File: src/rtl/mem_bus_arbiter_pkg.sv
// -----------------------------------------------------------------------------
// mem_bus_arbiter_pkg
// Shared types for the memory bus arbiter: controller state, requester source,
// operation kind and the registered grant record.
// -----------------------------------------------------------------------------
package mem_bus_arbiter_pkg;

    typedef enum logic [1:0] {
        IDLE  = 2'd0,
        RADDR = 2'd1,
        RDATA = 2'd2,
        WRITE = 2'd3
    } state_t;

    typedef enum logic {
        SRC_I = 1'b0,
        SRC_D = 1'b1
    } src_t;

    typedef enum logic {
        OP_RD = 1'b0,
        OP_WR = 1'b1
    } op_t;

    typedef struct packed {
        src_t src;
        op_t  op;
    } grant_t;

endpackage

File: src/rtl/mem_bus_arbiter_if.sv
// -----------------------------------------------------------------------------
// mem_bus_arbiter_if
// One memory bus made of four independent valid/ready channels:
// read address, read data, write address, write data.
//   master : the side issuing requests (drives address/write valids, rdata_ready)
//   slave  : the side answering them (drives address/write readies, rdata/valid)
// Parameter bus_width sets the width of every address/data field.
// -----------------------------------------------------------------------------
interface mem_bus_arbiter_if #(
    parameter int bus_width = 32
);
    logic                 raddr_valid;
    logic                 raddr_ready;
    logic [bus_width-1:0] raddr;
    logic                 rdata_valid;
    logic                 rdata_ready;
    logic [bus_width-1:0] rdata;
    logic                 waddr_valid;
    logic                 waddr_ready;
    logic [bus_width-1:0] waddr;
    logic                 wdata_valid;
    logic                 wdata_ready;
    logic [bus_width-1:0] wdata;

    modport master (
        output raddr_valid, raddr, rdata_ready, waddr_valid, waddr, wdata_valid, wdata,
        input  raddr_ready, rdata_valid, rdata, waddr_ready, wdata_ready
    );

    modport slave (
        input  raddr_valid, raddr, rdata_ready, waddr_valid, waddr, wdata_valid, wdata,
        output raddr_ready, rdata_valid, rdata, waddr_ready, wdata_ready
    );
endinterface

File: src/rtl/mem_bus_arbiter_pick.sv
// -----------------------------------------------------------------------------
// mem_bus_arbiter_pick
// Combinational requester selection.
//   d_wr/d_rd/i_wr/i_rd : eligible requests (a write needs both valids)
//   last_src            : source of the previous grant (round-robin only)
//   src/op              : selected source and operation
//   any_req             : at least one request is present
// Build option MEM_BUS_ARBITER_ROUND_ROBIN_EN: when both sources request,
// the one that did not win last time is chosen. Otherwise the data bus always
// wins. In both modes a write beats a read within the chosen source.
// -----------------------------------------------------------------------------
module mem_bus_arbiter_pick
    import mem_bus_arbiter_pkg::*;
(
    input  logic d_wr,
    input  logic d_rd,
    input  logic i_wr,
    input  logic i_rd,
    input  src_t last_src,
    output src_t src,
    output op_t  op,
    output logic any_req
);
    logic d_any;
    logic i_any;

    assign d_any   = d_wr || d_rd;
    assign i_any   = i_wr || i_rd;
    assign any_req = d_any || i_any;

`ifdef MEM_BUS_ARBITER_ROUND_ROBIN_EN
    always_comb begin
        if (d_any && i_any) begin
            src = (last_src == SRC_I) ? SRC_D : SRC_I;
        end else begin
            src = d_any ? SRC_D : SRC_I;
        end
    end
`else
    // Fixed priority has no memory of past grants.
    src_t unused_last_src;
    assign unused_last_src = last_src;
    assign src = d_any ? SRC_D : SRC_I;
`endif

    assign op = (src == SRC_D) ? (d_wr ? OP_WR : OP_RD)
                               : (i_wr ? OP_WR : OP_RD);
endmodule

File: src/rtl/mem_bus_arbiter.sv
// -----------------------------------------------------------------------------
// mem_bus_arbiter
// Shares one memory port between the instruction bus and the data bus, one
// transaction at a time.
//   clk, rst : clock, synchronous active-high reset
//   i_bus    : instruction-bus requester (slave side)
//   d_bus    : data-bus requester (slave side)
//   m_bus    : memory port (master side)
//   busy     : high whenever a transaction is granted
// Build option MEM_BUS_ARBITER_ROUND_ROBIN_EN adds a last-source register and
// alternates between the buses under contention.
// -----------------------------------------------------------------------------
module mem_bus_arbiter
    import mem_bus_arbiter_pkg::*;
#(
    parameter int bus_width = 32
) (
    input  logic              clk,
    input  logic              rst,
    mem_bus_arbiter_if.slave  i_bus,
    mem_bus_arbiter_if.slave  d_bus,
    mem_bus_arbiter_if.master m_bus,
    output logic              busy
);
    state_t state_q, state_d;
    grant_t grant_q, grant_d;
    logic   waddr_done_q, waddr_done_d;
    logic   wdata_done_q, wdata_done_d;

    src_t   last_src;
    src_t   pick_src;
    op_t    pick_op;
    logic   pick_any;

    // Signals of the currently granted requester.
    logic [bus_width-1:0] req_raddr, req_waddr, req_wdata;
    logic                 req_rdata_ready;
    // Responses routed back to the granted requester only.
    logic rsp_raddr_ready, rsp_waddr_ready, rsp_wdata_ready, rsp_rdata_valid;
    // A write channel counts as finished if it completed earlier or completes now.
    logic waddr_fin, wdata_fin;

    mem_bus_arbiter_pick u_pick (
        .d_wr     (d_bus.waddr_valid && d_bus.wdata_valid),
        .d_rd     (d_bus.raddr_valid),
        .i_wr     (i_bus.waddr_valid && i_bus.wdata_valid),
        .i_rd     (i_bus.raddr_valid),
        .last_src (last_src),
        .src      (pick_src),
        .op       (pick_op),
        .any_req  (pick_any)
    );

`ifdef MEM_BUS_ARBITER_ROUND_ROBIN_EN
    src_t last_src_q, last_src_d;

    always_comb begin
        last_src_d = last_src_q;
        if (state_q == IDLE && pick_any) begin
            last_src_d = pick_src;
        end
    end

    always_ff @(posedge clk) begin
        if (rst) begin
            last_src_q <= SRC_I;
        end else begin
            last_src_q <= last_src_d;
        end
    end

    assign last_src = last_src_q;
`else
    assign last_src = SRC_I;
`endif

    assign req_raddr       = (grant_q.src == SRC_D) ? d_bus.raddr       : i_bus.raddr;
    assign req_waddr       = (grant_q.src == SRC_D) ? d_bus.waddr       : i_bus.waddr;
    assign req_wdata       = (grant_q.src == SRC_D) ? d_bus.wdata       : i_bus.wdata;
    assign req_rdata_ready = (grant_q.src == SRC_D) ? d_bus.rdata_ready : i_bus.rdata_ready;

    // Valid is !done, so a handshake this cycle reduces to done || ready.
    assign waddr_fin = waddr_done_q || m_bus.waddr_ready;
    assign wdata_fin = wdata_done_q || m_bus.wdata_ready;

    // NOTE: state flops use non-blocking assignments so every flop samples
    // pre-edge values regardless of statement order.
    always_ff @(posedge clk) begin
        if (rst) begin
            state_q      <= IDLE;
            grant_q      <= '{src: SRC_I, op: OP_RD};
            waddr_done_q <= 1'b0;
            wdata_done_q <= 1'b0;
        end else begin
            state_q      <= state_d;
            grant_q      <= grant_d;
            waddr_done_q <= waddr_done_d;
            wdata_done_q <= wdata_done_d;
        end
    end

    // NOTE: every variable gets a default before the case, so no path leaves
    // one unassigned and no latch is inferred.
    always_comb begin
        state_d      = state_q;
        grant_d      = grant_q;
        waddr_done_d = waddr_done_q;
        wdata_done_d = wdata_done_q;
        unique case (state_q)
            IDLE: begin
                if (pick_any) begin
                    grant_d = '{src: pick_src, op: pick_op};
                    state_d = (pick_op == OP_WR) ? WRITE : RADDR;
                end
            end
            RADDR: begin
                if (m_bus.raddr_ready) begin
                    state_d = RDATA;
                end
            end
            RDATA: begin
                if (m_bus.rdata_valid && req_rdata_ready) begin
                    state_d = IDLE;
                end
            end
            WRITE: begin
                if (waddr_fin && wdata_fin) begin
                    state_d      = IDLE;
                    waddr_done_d = 1'b0;
                    wdata_done_d = 1'b0;
                end else begin
                    waddr_done_d = waddr_fin;
                    wdata_done_d = wdata_fin;
                end
            end
            default: state_d = IDLE;
        endcase
    end

    always_comb begin
        m_bus.raddr_valid = 1'b0;
        m_bus.raddr       = '0;
        m_bus.waddr_valid = 1'b0;
        m_bus.waddr       = '0;
        m_bus.wdata_valid = 1'b0;
        m_bus.wdata       = '0;
        m_bus.rdata_ready = 1'b0;
        rsp_raddr_ready   = 1'b0;
        rsp_waddr_ready   = 1'b0;
        rsp_wdata_ready   = 1'b0;
        rsp_rdata_valid   = 1'b0;
        unique case (state_q)
            IDLE: ;
            RADDR: begin
                m_bus.raddr_valid = 1'b1;
                m_bus.raddr       = req_raddr;
                rsp_raddr_ready   = m_bus.raddr_ready;
            end
            RDATA: begin
                m_bus.rdata_ready = req_rdata_ready;
                rsp_rdata_valid   = m_bus.rdata_valid;
            end
            WRITE: begin
                m_bus.waddr_valid = !waddr_done_q;
                m_bus.waddr       = req_waddr;
                m_bus.wdata_valid = !wdata_done_q;
                m_bus.wdata       = req_wdata;
                rsp_waddr_ready   = m_bus.waddr_ready && !waddr_done_q;
                rsp_wdata_ready   = m_bus.wdata_ready && !wdata_done_q;
            end
            default: ;
        endcase
    end

    assign i_bus.raddr_ready = (grant_q.src == SRC_I) && rsp_raddr_ready;
    assign i_bus.waddr_ready = (grant_q.src == SRC_I) && rsp_waddr_ready;
    assign i_bus.wdata_ready = (grant_q.src == SRC_I) && rsp_wdata_ready;
    assign i_bus.rdata_valid = (grant_q.src == SRC_I) && rsp_rdata_valid;
    assign d_bus.raddr_ready = (grant_q.src == SRC_D) && rsp_raddr_ready;
    assign d_bus.waddr_ready = (grant_q.src == SRC_D) && rsp_waddr_ready;
    assign d_bus.wdata_ready = (grant_q.src == SRC_D) && rsp_wdata_ready;
    assign d_bus.rdata_valid = (grant_q.src == SRC_D) && rsp_rdata_valid;

    // Read data is broadcast; only the granted side sees rdata_valid.
    assign i_bus.rdata = m_bus.rdata;
    assign d_bus.rdata = m_bus.rdata;

    assign busy = (state_q != IDLE);
endmodule

File: src/flat_wrapper.sv
// flat-port wrapper written by rule: the top's interface ports become plain ports
module mem_bus_arbiter_flat import mem_bus_arbiter_pkg::*;
#(
    parameter int bus_width = 32
)
  (clk, rst, busy, i_bus_raddr_valid, i_bus_raddr, i_bus_rdata_ready, i_bus_waddr_valid, i_bus_waddr, i_bus_wdata_valid, i_bus_wdata, i_bus_raddr_ready, i_bus_rdata_valid, i_bus_rdata, i_bus_waddr_ready, i_bus_wdata_ready, d_bus_raddr_valid, d_bus_raddr, d_bus_rdata_ready, d_bus_waddr_valid, d_bus_waddr, d_bus_wdata_valid, d_bus_wdata, d_bus_raddr_ready, d_bus_rdata_valid, d_bus_rdata, d_bus_waddr_ready, d_bus_wdata_ready, m_bus_raddr_valid, m_bus_raddr, m_bus_rdata_ready, m_bus_waddr_valid, m_bus_waddr, m_bus_wdata_valid, m_bus_wdata, m_bus_raddr_ready, m_bus_rdata_valid, m_bus_rdata, m_bus_waddr_ready, m_bus_wdata_ready);
  mem_bus_arbiter_if #(.bus_width(bus_width)) i_bus_i ();
  mem_bus_arbiter_if #(.bus_width(bus_width)) d_bus_i ();
  mem_bus_arbiter_if #(.bus_width(bus_width)) m_bus_i ();
  input  logic clk;
  input  logic rst;
  output logic busy;
  input wire logic [$bits(i_bus_i.raddr_valid)-1:0] i_bus_raddr_valid;
  input wire logic [$bits(i_bus_i.raddr)-1:0] i_bus_raddr;
  input wire logic [$bits(i_bus_i.rdata_ready)-1:0] i_bus_rdata_ready;
  input wire logic [$bits(i_bus_i.waddr_valid)-1:0] i_bus_waddr_valid;
  input wire logic [$bits(i_bus_i.waddr)-1:0] i_bus_waddr;
  input wire logic [$bits(i_bus_i.wdata_valid)-1:0] i_bus_wdata_valid;
  input wire logic [$bits(i_bus_i.wdata)-1:0] i_bus_wdata;
  output wire logic [$bits(i_bus_i.raddr_ready)-1:0] i_bus_raddr_ready;
  output wire logic [$bits(i_bus_i.rdata_valid)-1:0] i_bus_rdata_valid;
  output wire logic [$bits(i_bus_i.rdata)-1:0] i_bus_rdata;
  output wire logic [$bits(i_bus_i.waddr_ready)-1:0] i_bus_waddr_ready;
  output wire logic [$bits(i_bus_i.wdata_ready)-1:0] i_bus_wdata_ready;
  input wire logic [$bits(d_bus_i.raddr_valid)-1:0] d_bus_raddr_valid;
  input wire logic [$bits(d_bus_i.raddr)-1:0] d_bus_raddr;
  input wire logic [$bits(d_bus_i.rdata_ready)-1:0] d_bus_rdata_ready;
  input wire logic [$bits(d_bus_i.waddr_valid)-1:0] d_bus_waddr_valid;
  input wire logic [$bits(d_bus_i.waddr)-1:0] d_bus_waddr;
  input wire logic [$bits(d_bus_i.wdata_valid)-1:0] d_bus_wdata_valid;
  input wire logic [$bits(d_bus_i.wdata)-1:0] d_bus_wdata;
  output wire logic [$bits(d_bus_i.raddr_ready)-1:0] d_bus_raddr_ready;
  output wire logic [$bits(d_bus_i.rdata_valid)-1:0] d_bus_rdata_valid;
  output wire logic [$bits(d_bus_i.rdata)-1:0] d_bus_rdata;
  output wire logic [$bits(d_bus_i.waddr_ready)-1:0] d_bus_waddr_ready;
  output wire logic [$bits(d_bus_i.wdata_ready)-1:0] d_bus_wdata_ready;
  output wire logic [$bits(m_bus_i.raddr_valid)-1:0] m_bus_raddr_valid;
  output wire logic [$bits(m_bus_i.raddr)-1:0] m_bus_raddr;
  output wire logic [$bits(m_bus_i.rdata_ready)-1:0] m_bus_rdata_ready;
  output wire logic [$bits(m_bus_i.waddr_valid)-1:0] m_bus_waddr_valid;
  output wire logic [$bits(m_bus_i.waddr)-1:0] m_bus_waddr;
  output wire logic [$bits(m_bus_i.wdata_valid)-1:0] m_bus_wdata_valid;
  output wire logic [$bits(m_bus_i.wdata)-1:0] m_bus_wdata;
  input wire logic [$bits(m_bus_i.raddr_ready)-1:0] m_bus_raddr_ready;
  input wire logic [$bits(m_bus_i.rdata_valid)-1:0] m_bus_rdata_valid;
  input wire logic [$bits(m_bus_i.rdata)-1:0] m_bus_rdata;
  input wire logic [$bits(m_bus_i.waddr_ready)-1:0] m_bus_waddr_ready;
  input wire logic [$bits(m_bus_i.wdata_ready)-1:0] m_bus_wdata_ready;
  assign i_bus_i.raddr_valid = i_bus_raddr_valid;
  assign i_bus_i.raddr = i_bus_raddr;
  assign i_bus_i.rdata_ready = i_bus_rdata_ready;
  assign i_bus_i.waddr_valid = i_bus_waddr_valid;
  assign i_bus_i.waddr = i_bus_waddr;
  assign i_bus_i.wdata_valid = i_bus_wdata_valid;
  assign i_bus_i.wdata = i_bus_wdata;
  assign i_bus_raddr_ready = i_bus_i.raddr_ready;
  assign i_bus_rdata_valid = i_bus_i.rdata_valid;
  assign i_bus_rdata = i_bus_i.rdata;
  assign i_bus_waddr_ready = i_bus_i.waddr_ready;
  assign i_bus_wdata_ready = i_bus_i.wdata_ready;
  assign d_bus_i.raddr_valid = d_bus_raddr_valid;
  assign d_bus_i.raddr = d_bus_raddr;
  assign d_bus_i.rdata_ready = d_bus_rdata_ready;
  assign d_bus_i.waddr_valid = d_bus_waddr_valid;
  assign d_bus_i.waddr = d_bus_waddr;
  assign d_bus_i.wdata_valid = d_bus_wdata_valid;
  assign d_bus_i.wdata = d_bus_wdata;
  assign d_bus_raddr_ready = d_bus_i.raddr_ready;
  assign d_bus_rdata_valid = d_bus_i.rdata_valid;
  assign d_bus_rdata = d_bus_i.rdata;
  assign d_bus_waddr_ready = d_bus_i.waddr_ready;
  assign d_bus_wdata_ready = d_bus_i.wdata_ready;
  assign m_bus_raddr_valid = m_bus_i.raddr_valid;
  assign m_bus_raddr = m_bus_i.raddr;
  assign m_bus_rdata_ready = m_bus_i.rdata_ready;
  assign m_bus_waddr_valid = m_bus_i.waddr_valid;
  assign m_bus_waddr = m_bus_i.waddr;
  assign m_bus_wdata_valid = m_bus_i.wdata_valid;
  assign m_bus_wdata = m_bus_i.wdata;
  assign m_bus_i.raddr_ready = m_bus_raddr_ready;
  assign m_bus_i.rdata_valid = m_bus_rdata_valid;
  assign m_bus_i.rdata = m_bus_rdata;
  assign m_bus_i.waddr_ready = m_bus_waddr_ready;
  assign m_bus_i.wdata_ready = m_bus_wdata_ready;
  mem_bus_arbiter #(.bus_width(bus_width)) u_core (.clk(clk), .rst(rst), .i_bus(i_bus_i), .d_bus(d_bus_i), .m_bus(m_bus_i), .busy(busy));
endmodule
File: config.mk
export PLATFORM = sky130hd
export DESIGN_NAME = mem_bus_arbiter_flat
export DESIGN_NICKNAME = d
export VERILOG_FILES = /design/src/rtl/mem_bus_arbiter_pkg.sv /design/src/rtl/mem_bus_arbiter_if.sv /design/src/rtl/mem_bus_arbiter_pick.sv /design/src/rtl/mem_bus_arbiter.sv /design/src/flat_wrapper.sv
export SDC_FILE = /design/constraint.sdc
export NUM_CORES = 1
export LEC_CHECK = 0
export ABC_AREA = 1
export CELL_PAD_IN_SITES_DETAIL_PLACEMENT = 1
export CELL_PAD_IN_SITES_GLOBAL_PLACEMENT = 1
export CORE_AREA = 5 5 158 160
export CTS_CLUSTER_SIZE = 24
export DETAILED_ROUTE_END_ITERATION = 12
export DIE_AREA = 0 0 163 165
export GPL_ROUTABILITY_DRIVEN = 1
export PLACE_DENSITY = 0.88
export REMOVE_ABC_BUFFERS = 1
export SLEW_MARGIN = 20
export SYNTH_ARGS = -nofsm -noshare
export SYNTH_HDL_FRONTEND = slang
export SYNTH_HIERARCHICAL = 1
export SYNTH_SLANG_ARGS = --single-unit
export TNS_END_PERCENT = 10
File: constraint.sdc
create_clock -name clk -period 2.6 [get_ports clk]
set_input_delay 0.52 -clock clk [delete_from_list [all_inputs] [get_ports clk]]
set_output_delay 0.52 -clock clk [all_outputs]
set_load 0.03 [all_outputs]
==> results of run 1 <==
critical path, cell delays in order:
cell	delay (ns)
clkdlybuf4s50_1	0.46
nand2_1	0.06
a21oi_1	0.21
clkdlybuf4s50_1	0.71
flip-flops by register name, indices dropped and copies added (netlist names):
name,count
u_core/grant_q,1
u_core/state_q,2
u_core/waddr_done_q,1
u_core/wdata_done_q,1
cells in the final DEF, fill, tap and decap left out, types with 4 or more instances in the layout:
cell,count
buf_12,4
inv_1,15
dlymetal6s2s_1,27
a21oi_1,101
clkdlybuf4s50_1,230
nand2_1,210
dfxtp_1,4
nor4_1,4
buf_4,63
nand3_1,6
nor2_1,9
layer usage:
layer	vias up	GRT usage	share of wire
met3	9	0.101	0.18
met5	-	0.0379	0.0068
li1	1847	-	-
met4	2	0.0107	0.0047
met1	1768	0.159	0.40
met2	262	0.201	0.41
worst paths after layout:
path / slack, ns / end / from / depth (start not counted)
worst max-delay path: 0.12 / m_bus_waddr[18] / d_bus_waddr[18] / 4
worst min-delay path: 0.53 / u_core/wdata_done_q$_SDFFE_PP0N_ / u_core/wdata_done_q$_SDFFE_PP0N_ / 2
worst min register to register: 0.53 / u_core/wdata_done_q$_SDFFE_PP0N_ / u_core/wdata_done_q$_SDFFE_PP0N_ / 2
worst max register to register: 1.22 / u_core/state_q[0]$_SDFFE_PP0P_ / u_core/state_q[1]$_SDFFE_PP0P_ / 7
area by class of cell:
cell class                 count  area [um2]  area share
sequential                     5         104      0.0197
timing repair buffer         324        3190       0.604
multi-input combinational    339        1440       0.272
inverter                      18        68.8      0.0130
clock buffer                   4        78.8      0.0149
tap                          319         399      0.0756
where the power goes:
part	leakage (uW)	internal, uW	switching [uW]
logic	0.00255	741	1050
registers	0.0000418	91.5	22.6
clock network	0.0000382	203	47.3
total	0.00263	1040	1120
metrics by stage:
| stage | setup TNS [ns] | utilization | power, uW | setup slack (ns) | std cells |
|---|---|---|---|---|---|
| floorplan | -139.28 | - | 987 | -2.14 | 362 |
| global placement | 0 | 0.221 | 1910 | 0.0974 | 1005 |
| detailed placement | 0 | 0.221 | 1930 | 0.0953 | 1005 |
| CTS | 0 | 0.224 | 2200 | 0.0174 | 1009 |
| global route | 0 | 0.227 | 2310 | 0.0486 | 1009 |
| finish | 0 | 0.227 | 2160 | 0.119 | 1009 |
==> results.yml, run 1 <==
grt:
  grt_antenna_before_repair: 0
  grt_pass1_vias: 3986
  grt_usage: 0.135
  grt_pass1_wl_um: 26600
  grt_max_degree: 66
  grt_overflow: 0
routing:
  post_drt_wl_per_cell_um: 20.1
  routed_wl_um: 20300
  drtAntennaViolNets: 0
  via_per_inst: 3.85
  drt-initial-drc-count: 171
  dr.pass1.iters: 4
  num_vias: 3888
  drc_errors: 0
sta:
  worstMarginPinSlew_ns: 0.425
  clock_skew_ns: 0.000126
  finalCritPeriodShare: 0.954
  hold_viol_final: 0
  rsz0062_at_grt: "no"
  fmax_mhz: 403
  finalCriticalPeriod_ns: 2.48
  slew_viol_final: 0
  finalSetupViolations: 0
  worst_hold_slack_ns: 0.527
  relSlewSlack: 0.716
job:
  max-cap-violations: 0
cts:
  ctsResizeCount: 0
  cts_tree: "yes"
  hold_buffers: 0
  clockBufferDepth: 2
  htree_levels: 1
  clock-sinks: 5
  clkLatencyLatePin_ns: 0.22
  cts_buffers: 3
  clockRootBuffer: "clkbuf_16"
  cts_setup_buffers: 0
  clk_pin_slew_worst_paths_ns: 0.03
cells_and_area:
  fill_cells: 2924
  syn_to_final_growth_pct: 136
  design_area_mm2: 0.00528
  nets: 929
  drive_above_1_share: 0.112
  antennaDiodeCount: 0
floorplan:
  core.rowCount: 56
  start_util: 0.0961
  num_io_pins: 411
  chipHeight_um: 165
  dieWidth_um: 163
  fp.coreArea_mm2: 0.0233
  dieArea_mm2: 0.0269
setup_path:
  crit_fanout: 1
  crit_path_end_kind: "output port"
  cp_data_arrival_time_ns: 1.96
  path_class: "primary input to output port"
  start_kind: "primary input"
  worstPathRequired_ns: 2.08
run_status:
  outcome: "finished clean"
placed_design:
  placed_cell_area_mm2: 0.00513
  io_buffers: 314
  gp_congestion: 0.837
  hpwl_um: 17800
synthesis:
  avgSynthCellArea_um2: 4.88
  synth_warnings: 6
  syn_area_mm2: 0.00224
  syn_inst: 458
pwr:
  leakagePower_uw: 0.00263
  peakVddDrop_mv: 0.266
  power.density_mw_per_mm2: 408
hold_path:
  min_path_type: "register to register"
Note: power is estimated with default switching activity, not from simulation.
==> inputs of run 2 (changes only) <==
==> constraint.sdc (replaced) <==
create_clock -name clk -period 2.6 [get_ports clk]
set_input_delay 0.39 -clock clk [delete_from_list [all_inputs] [get_ports clk]]
set_output_delay 0.39 -clock clk [all_outputs]
set_load 0.03 [all_outputs]
==> run 2 against run 1 <==
Against the previous run:
- combinational power hardly changed
- core utilization decreased by 0.42 points
- sequential cell count unchanged
- sequential power is essentially flat
- first-iteration DRC count shrank 16%
- critical endpoint is now m_bus_raddr[2]
- largest power group unchanged
==> results.yml, run 2 (synthesis gave the netlist of run 1 again) <==
cells_and_area:
  syn_to_final_growth_pct: 132
  largest_register_ffs: 2
  layout_common_cells: "clkdlybuf4s50_1, nand2_1, a21oi_1, buf_4, inv_1"
  largest_register: "u_core/state_q"
  final_common_cell: "clkdlybuf4s50_1"
  antennaDiodeCount: 0
  design_area_mm2: 0.00518
  nets: 929
  drive_above_1_share: 0.112
routing:
  post_drt_wl_per_cell_um: 20.1
  num_vias: 3895
  drtAntennaViolNets: 0
  routed_wl_um: 20300
  drt-initial-drc-count: 143
  via_per_inst: 3.86
  dr.pass1.iters: 4
  drc_errors: 0
sta:
  slew_viol_final: 0
  relSlewSlack: 0.569
  finalSetupViolations: 0
  worstMarginPinSlew_ns: 0.645
  fmax_mhz: 409
  finalCriticalPeriod_ns: 2.45
  hold_viol_final: 0
  finalCritPeriodShare: 0.941
  worst_hold_slack_ns: 0.520
  clock_skew_ns: 0.000418
  rsz0062_at_grt: "yes"
placed_design:
  gp_congestion: 0.862
  io_buffers: 314
  hpwl_um: 17900
  placed_cell_area_mm2: 0.00511
grt:
  grt_pass1_wl_um: 26800
  grt_antenna_before_repair: 0
  grt_usage: 0.136
  grt_overflow: 0
  grt_pass1_vias: 4083
  grt_max_degree: 51
cts:
  cts_buffers: 3
  clock-sinks: 5
  clk_pin_slew_worst_paths_ns: 0.03
  clockBufferDepth: 2
  htree_levels: 1
  cts_tree: "yes"
  clockRootBuffer: "clkbuf_16"
  clkLatencyLatePin_ns: 0.22
pwr:
  p_int_uw: 1020
  peakVddDrop_mv: 0.199
  p_sw_frac: 0.519
  p_seq_frac: 0.052
  leakagePower_uw: 0.00216
  p_clk_frac: 0.117
  power.density_mw_per_mm2: 411
  p_comb_frac: 0.831
  switching_power_uw: 1110
hold_path:
  min_path_type: "register to register"
  whs_path_depth: 2
floorplan:
  num_io_pins: 411
  core.rowCount: 56
  dieArea_mm2: 0.0269
  chipHeight_um: 165
  start_util: 0.0961
  dieWidth_um: 163
  fp.coreArea_mm2: 0.0233
setup_path:
  crit_path_end_kind: "output port"
  cp_data_arrival_time_ns: 2.06
  path_class: "register to output port"
  reg2reg_depth: 7
  worstPathRequired_ns: 2.21
  crit_path_top_delay_cell: "clkdlybuf4s50_1"
  path_common_cell: "inv_2"
  cpPeakStageDelay_ns: 0.71
  crit_fanout: 34
  crit_chain: "inv_2 -> nor2_2 -> inv_2 -> a21oi_1 -> clkdlybuf4s50_1"
  start_kind: "register"
run_status:
  outcome: "finished clean"
job:
  max-cap-violations: 0
run 2: cell count changes in the layout (fill, tap and decap cells not counted), sizes merged:
cell	before	now
dlymetal6s2s	27	0
clkdlybuf4s50	230	257
run 2: metal layers:
layer	wire length (um)	vias up	global-route usage
met3	3630	14	0.104
met1	7940	1759	0.156
li1	-	1847	-
met2	8250	271	0.203
met5	266	-	0.0720
met4	163	4	0.0137
run 2: worst max-delay path: cells and delay by family (launching register included):
family	cells	cell delay [ns]
flops	1	0.40
simple gates	1	0.12
buf+inv	3	1.04
compound gates	1	0.26
run 2: final timing paths:
check,start,endpoint,slack [ns]
worst max-delay path,u_core/state_q[0]$_SDFFE_PP0P_,m_bus_raddr[2],0.15
worst min-delay path,u_core/waddr_done_q$_SDFFE_PP0N_,u_core/waddr_done_q$_SDFFE_PP0N_,0.52
worst max register to register,u_core/state_q[1]$_SDFFE_PP0P_,u_core/state_q[1]$_SDFFE_PP0P_,1.04
worst min register to register,u_core/waddr_done_q$_SDFFE_PP0N_,u_core/waddr_done_q$_SDFFE_PP0N_,0.52
run 2: power by group through the flow:
stage / registers, uW / logic (uW) / clock network, uW
final: 112 / 1770 / 249
after global routing: 115 / 1910 / 264
after CTS: 112 / 1810 / 256
after detailed placement: 113 / 1800 / 0
after global placement: 112 / 1770 / 0
after floorplan: 160 / 828 / 0
run 2: metrics by stage:
step                cells   util  worst slack (ns)  power, uW  setup TNS, ns
global route         1009  0.223           -0.0189       2290        -0.0189
floorplan             362      -             -2.01        987        -125.63
CTS                  1009  0.223             0.111       2170              0
detailed placement   1005  0.220             0.355       1920              0
global placement     1005  0.220             0.368       1880              0
finish               1009  0.223             0.153       2130              0
run 2: final cells by class:
class	count	area [um2]
fill	2920	18100
timing repair buffer	324	3100
multi-input combinational	339	1430
tap	319	399
sequential	5	104
clock buffer	4	78.8
inverter	18	68.8
run 2: timing repair:
item,CTS,global route
setup endpoints to repair,0,1
buffers inserted,0,0
hold buffers,0,0
resized for setup,0,0
==> inputs of run 3 (changes only) <==
Settings changed: GPL_TIMING_DRIVEN from default to 0.
==> run 3 against run 2 <==
Against the previous run:
- first-iteration DRC count is 7.7% lower
- global-route usage hardly changed
- setup slack worse by 0.034 ns
- clock skew is 0.00057 ns higher
- cell area is 0.68% lower
- count of clock-buffer cells in the layout stayed put
- critical endpoint is now m_bus_wdata[24]
- largest cell class unchanged
- largest power group unchanged
==> results.yml, run 3 (synthesis gave the netlist of run 1 again) <==
sta:
  worstMarginPinSlew_ns: 0.688
  rsz0062_at_grt: "yes"
  tns_ns: 0
  finalCritPeriodShare: 0.954
  fmax_mhz: 403
  finalSetupViolations: 0
  finalCriticalPeriod_ns: 2.48
  finalWorstSetupSlack_ns: 0.119
  worst_hold_slack_ns: 0.537
  slew_viol_final: 0
  relSlewSlack: 0.540
  hold_viol_final: 0
  clock_skew_ns: 0.000984
setup_path:
  worstPathRequired_ns: 2.21
  crit_fanout: 65
  start_kind: "register"
  cp_data_arrival_time_ns: 2.09
  crit_path_end_kind: "output port"
  path_class: "register to output port"
routing:
  drtAntennaViolNets: 0
  drc_errors: 0
  routed_wl_um: 20000
  num_vias: 3873
  drt-initial-drc-count: 132
  post_drt_wl_per_cell_um: 20.0
  via_per_inst: 3.87
  dr.pass1.iters: 4
grt:
  grt_max_degree: 70
  grt_usage: 0.136
  grt_pass1_vias: 4104
  grt_overflow: 0
  grt_pass1_wl_um: 27000
  grt_antenna_before_repair: 0
hold_path:
  min_path_type: "register to register"
pwr:
  p_seq_frac: 0.080
  p_clk_frac: 0.122
  power.density_mw_per_mm2: 399
  p_sw_frac: 0.539
  switching_power_uw: 1110
  p_int_uw: 947
  peakVddDrop_mv: 0.223
  leakagePower_uw: 0.00238
  p_comb_frac: 0.799
floorplan:
  num_io_pins: 411
  start_util: 0.0961
  fp.coreArea_mm2: 0.0233
  dieArea_mm2: 0.0269
  dieWidth_um: 163
  chipHeight_um: 165
  core.rowCount: 56
cts:
  clock-sinks: 5
  cts_buffers: 3
  hold_buffers: 0
  clockBufferDepth: 2
  clkLatencyLatePin_ns: 0.22
  clockRootBuffer: "clkbuf_16"
  cts_tree: "yes"
  clk_pin_slew_worst_paths_ns: 0.03
  htree_levels: 1
cells_and_area:
  largest_register_ffs: 2
  nets: 922
  fill_cells: 2947
  layout_common_cells: "clkdlybuf4s50_1, nand2_1, a21oi_1, dlygate4sd2_1, clkbuf_2"
  stdcell_count: 1002
  final_common_cell: "clkdlybuf4s50_1"
  syn_to_final_growth_pct: 130
  largest_register: "u_core/state_q"
  design_area_mm2: 0.00515
  antennaDiodeCount: 0
  drive_above_1_share: 0.0498
placed_design:
  hpwl_um: 17600
  post-place-ws_ns: -0.209
  placed_cell_area_mm2: 0.00523
  gp_congestion: 0.842
  dpl.cell_count: 998
  io_buffers: 314
run_status:
  outcome: "finished clean"
job:
  max-cap-violations: 0
run 3: changes by cell type in the layout (fill, tap and decap cells not counted), sizes merged:
| cell | delta |
|---|---|
| dlygate4sd2 | +57 |
| dlymetal6s2s | +3 |
| clkdlybuf4s15 | +8 |
| clkbuf | +21 |
| buf | -64 |
| clkinv | -1 |
| inv | +1 |
| clkdlybuf4s50 | -32 |
run 3: metal layers:
layer	global-route usage	vias up	part of all wire
met5	0.0720	-	0.013
met3	0.114	8	0.19
met4	0.00877	4	0.0039
li1	-	1835	-
met1	0.148	1751	0.38
met2	0.207	275	0.42
run 3: repair_timing:
item | 4_1_cts | 5_1_grt
gates resized for setup | 89 | 53
setup endpoints to repair | 86 | 37
buffers inserted | 0 | 0
run 3: worst paths after layout:
| kind | endpoint | slack (ns) | start | depth (start not counted) |
|---|---|---|---|---|
| max | m_bus_wdata[24] | 0.12 | u_core/grant_q[1]$_SDFFE_PP0P_ | 5 |
| min | u_core/wdata_done_q$_SDFFE_PP0N_ | 0.54 | u_core/wdata_done_q$_SDFFE_PP0N_ | 2 |
| max reg2reg | u_core/state_q[1]$_SDFFE_PP0P_ | 1.09 | u_core/grant_q[1]$_SDFFE_PP0P_ | 6 |
| min reg2reg | u_core/wdata_done_q$_SDFFE_PP0N_ | 0.54 | u_core/wdata_done_q$_SDFFE_PP0N_ | 2 |
run 3: worst max-delay path, stage by stage, from the launching register on:
cell             delay [ns]
dfxtp_4                0.51
inv_12                 0.25
buf_16                 0.25
nand2_1                0.11
a21oi_1                0.21
clkdlybuf4s15_1        0.42
run 3: power by group through the flow:
stage	Combinational, uW	Clock [uW]	Sequential, uW
2_1_floorplan	828	0	160
3_3_place_gp	1700	0	197
3_5_place_dp	1760	0	162
4_1_cts	1670	253	165
5_1_grt	1780	258	171
6_report	1640	250	164
run 3: metrics by stage:
stage	total power, uW	util
floorplan	987	-
global placement	1900	0.221
detailed placement	1920	0.225
CTS	2090	0.224
global route	2210	0.221
finish	2050	0.221
run 3: final cells by class:
cell class	count	area, um2	area share
inverter	18	80.1	0.0155
timing repair buffer	317	3050	0.592
multi-input combinational	339	1440	0.279
tap	319	399	0.0775
clock buffer	4	78.8	0.0153
sequential	5	104	0.0202
